## src/rtl/tt_pkg.sv

```systemverilog
// Shared types and limits for the truth-table checker.
package tt_pkg;

    localparam int unsigned TT_MAX_NIN  = 4;
    localparam int unsigned TT_MAX_NOUT = 4;

    typedef enum logic [1:0] {
        IDLE    = 2'd0,
        COLLECT = 2'd1,
        DONE    = 2'd2
    } tt_state_e;

endpackage : tt_pkg

```

## src/rtl/tt_row_compare.sv

```systemverilog
// Combinational golden-row lookup and mismatch flags for one offered row.
module tt_row_compare
    import tt_pkg::*;
#(
    parameter int unsigned NIN  = 3,
    parameter int unsigned NOUT = 2
) (
    input  logic [NIN-1:0]             idx,
    input  logic [NIN-1:0]             row_in,
    input  logic [NOUT-1:0]            row_out,
    input  logic [(2**NIN)*NOUT-1:0]   expected,
    output logic                       mism,
    output logic                       seq_mism
);

    logic [NOUT-1:0] w_golden;

    assign w_golden = expected[int'(idx) * int'(NOUT) +: NOUT];
    assign mism     = (row_out != w_golden);
    assign seq_mism = (row_in != idx);

endmodule : tt_row_compare

```

## config.mk

```make
export PLATFORM = sky130hd
export DESIGN_NAME = tt_row_compare
export DESIGN_NICKNAME = d
export VERILOG_FILES = /design/src/rtl/tt_pkg.sv /design/src/rtl/tt_row_compare.sv
export SDC_FILE = /design/constraint.sdc
export NUM_CORES = 1
export LEC_CHECK = 0
export CORE_AREA = 2 2 39 41
export DETAILED_ROUTE_END_ITERATION = 12
export DIE_AREA = 0 0 41 43
export PLACE_DENSITY_LB_ADDON = 0.3
export SLEW_MARGIN = 20
export SYNTH_ARGS = -nofsm -noshare
export SYNTH_HDL_FRONTEND = slang
export SYNTH_SLANG_ARGS = --single-unit
```

## constraint.sdc

```tcl
create_clock -name vclk -period 5.3
set_input_delay 1.325 -clock vclk [all_inputs]
set_output_delay 1.325 -clock vclk [all_outputs]
set_load 0.01 [all_outputs]
```

## Word level (Yosys, flattened, before mapping)

Index checks and enable logic that the tools add are counted.

| operators by class | value |
|---|---|
| add/sub/neg operators | 0 |
| $mul | 0 |
| div/mod/pow operators | 0 |
| $lt $le $gt $ge | 0 |
| equal/unequal tests | 2 |
| shift-type cells | 1 |
| mux-type cells | 0 |
| bitwise operators | 0 |
| reductions and logical operators | 0 |

Operators with widths:

| cell | number |
|---|---|
| $shiftx 16x5->2 | 1 |
| $ne 3x3->1 | 1 |
| $ne 2x2->1 | 1 |

| word-level totals | value |
|---|---|
| bits in registers | 0 |
| bits in latches | 0 |
| memory bits (writable) | 0 |
| ROM bits | 0 |
| input bits | 24 |
| output and inout bits | 2 |
| memories | 0 |

## Depth between registers and ports, before layout

| logic depth | value |
|---|---|
| depth in word-level cells | 2 |
| gate-level depth with buffers | 5 |
| gate-level depth less buffers | 4 |

## Worst setup path before layout

No wires, ideal clock.

| timing path | value |
|---|---|
| path kind | input port to output port |
| start point | input idx[0] |
| end point | output mism |
| data arrival time | 2362 ps |
| required time | 3975 ps |
| setup slack | 1613 ps |
| cell stages on the path | 5 |
| buffers on the path | 1 |
| cell sequence | buf_6 mux4_1 mux2i_1 xor2_1 nand2_1 |

| on the way | value |
|---|---|
| longest elaborated chain between the ends | 2 |

Ends and longest elaborated chain:

| what | line | text |
|---|---|---|
| from (decl) | tt_row_compare.sv:8 | `input logic [NIN-1:0] idx,` |
| $shiftx 16x5->2 | tt_row_compare.sv:18 | `assign w_golden = expected[int'(idx) * int'(NOUT) +: NOUT];` |
| $ne 2x2->1 | tt_row_compare.sv:19 | `assign mism = (row_out != w_golden);` |
| to (decl) | tt_row_compare.sv:12 | `output logic mism,` |

No other way between the ends.

## Worst setup path after layout

Same ends and word-level chain as after synthesis.

==> results.cfg <==
[grt]
grt_max_degree = 6
grt.total_usage = 0.0664
grt_pass1_vias = 238
grt_pass1_wl_um = 848
antenna_found_initial = 0
grt_overflow = 0

[cts]
post-cts-setup-buffers = 0
cts-resized-gates = 0
hold_buffers = 0

[min_path]
hp-start = row_in[2]
whs_path_depth = 4
holdCritPathClass = in -> out

[die]
die_w_um = 41
start_util = 0.137
die_y_um = 43
core_area_um2 = 1380
fp-row-count = 14
dieArea_um2 = 1760
ios = 26

[power_and_ir_drop]
p_per_area_nw_per_um2 = 78.7
p_sw_mw = 0.00936
power_frac_comb = 1.000
netSwitchingFraction = 0.260
p_leak_nw = 0.174
peakVddDrop_mv = 0.0231
p_int_mw = 0.0267
pwr-share-clk = 0
seq_power_share = 0

[place]
placed_cell_area_um2 = 458
io_buffers = 26
routabilityCongestion = 0.619

[drt]
postRouteAntennaNets = 0
avgViaCountPerCell = 4.25
drt_wl_total_um = 568
drc = 0
wl_per_cell_um = 10.3
vias = 234
dr.pass1.iters = 2
drtIter0Drc = 2

[setup_path]
crit_start = idx[0]
end_kind = output port
startpoint_type = input port
slowest_stage = clkdlybuf4s50_1
critical_path_depth = 6
critPathKind = in -> out
critPathMaxFanout = 5
path_cells = clkdlybuf4s50_1 > mux4_1 > mux2i_1 > xor2_1 > nand2_1 > clkdlybuf4s50_1
cp_top_family = buffers and inverters
arrival_ps = 3410
crit_top_cell = clkdlybuf4s50_1
cp.required_ps = 3970
slowest_delay_ps = 600
path_buf_inv = 2

[timing]
fmax_mhz = 211
period_needed_ps = 4730
worst_slew_pin_slew_ps = 247
rsz0062_at_grt = no
relSlewSlack = 0.835
final-max-slew-violation-count = 0
min_period_over_period = 0.893
fin_tns_setup_ps = 0
final-hold-violation-count = 0
setup_violations = 0

[flow_run]
drv_cap = 0

[cells_and_area]
final_util = 0.331
syn_to_final_growth_pct = 142
design_area_um2 = 458
final_nets = 65
antenna-diode-count = 0
nClkBuffers = 0
seq_area_um2 = 0
nFlopsAndLatches = 0
drive_gt1_frac = 0

[synth]
yosys.cell_types.count = 7
yosys_warnings = 0
synth.area.mux_share = 0.662
synth_xor_area_frac = 0.232
synth_top_family_by_area = multiplexers
netlist_area_um2 = 189
yosysSeqAreaShare = 0
synth-compound-area-share = 0
yosys.area_share.simple = 0.0464
avgSynthCellArea_um2 = 13.5
synth_fa_ha_area_frac = 0
syn-instance-count = 14
syn-num-nets = 38

[run_status]
status = finished, final reports clean
-- metrics by stage --
step | instances | hold WS (ps) | power, mW | setup slack [ps]
detailed placement | 55 | 3750 | 0.0367 | 536
global route | 55 | 3790 | 0.0390 | 446
floorplan | 14 | 2790 | 0.0135 | 1610
global placement | 55 | 3740 | 0.0358 | 598
finish | 55 | 3740 | 0.0360 | 565
CTS | 55 | 3750 | 0.0367 | 536
-- path summary, 6_finish.rpt --
check / to / slack, ps
max: mism / 570
min: seq_mism / 3740
-- kinds of logic after synthesis --
kind of cell           Yosys count
multiplexers                     6
AND/OR/NAND/NOR                  2
buffers and inverters            1
XOR/XNOR                         5
-- Yosys cell counts, drive strengths merged --
master,instances,share of area
xor2,2,0.093
mux4,4,0.56
mux2i,2,0.11
buf,1,0.060
xnor2,3,0.14
nand2,1,0.020
nand3,1,0.026
-- layer usage --
metal	wire (µm)	vias up	global-route usage
met2	245	26	0.119
met3	117	0	0.0105
li1	-	110	-
met1	205	98	0.0841
met5	0	-	0
met4	0	0	0
-- power by group through the flow --
stage / Combinational [mW] / Clock (mW) / Sequential [mW]
after detailed placement: 0.0367 / 0 / 0
after CTS: 0.0367 / 0 / 0
after global placement: 0.0358 / 0 / 0
after floorplan: 0.0135 / 0 / 0
final: 0.0360 / 0 / 0
after global routing: 0.0390 / 0 / 0
-- worst min-delay path, stage by stage --
cell             delay, ps
clkdlybuf4s50_1        420
xnor2_1                130
nand3_1                 60
clkdlybuf4s50_1        470
-- cells in the final DEF, fill, tap and decap left out --
cell / synthesis / layout
mux4_1: 4 / 4
mux2i_1: 2 / 2
nand3_1: 1 / 1
nand2_1: 1 / 1
clkdlybuf4s50_1: 0 / 26
xor2_1: 2 / 2
xnor2_1: 3 / 3
-- cell type report --
cell class / instances / area (µm²)
Timing Repair Buffer: 26 / 260
Tap cell: 16 / 20.0
Multi-Input combinational cell: 13 / 178
Fill cell: 132 / 926
Note: power is estimated with default switching activity, not from simulation.
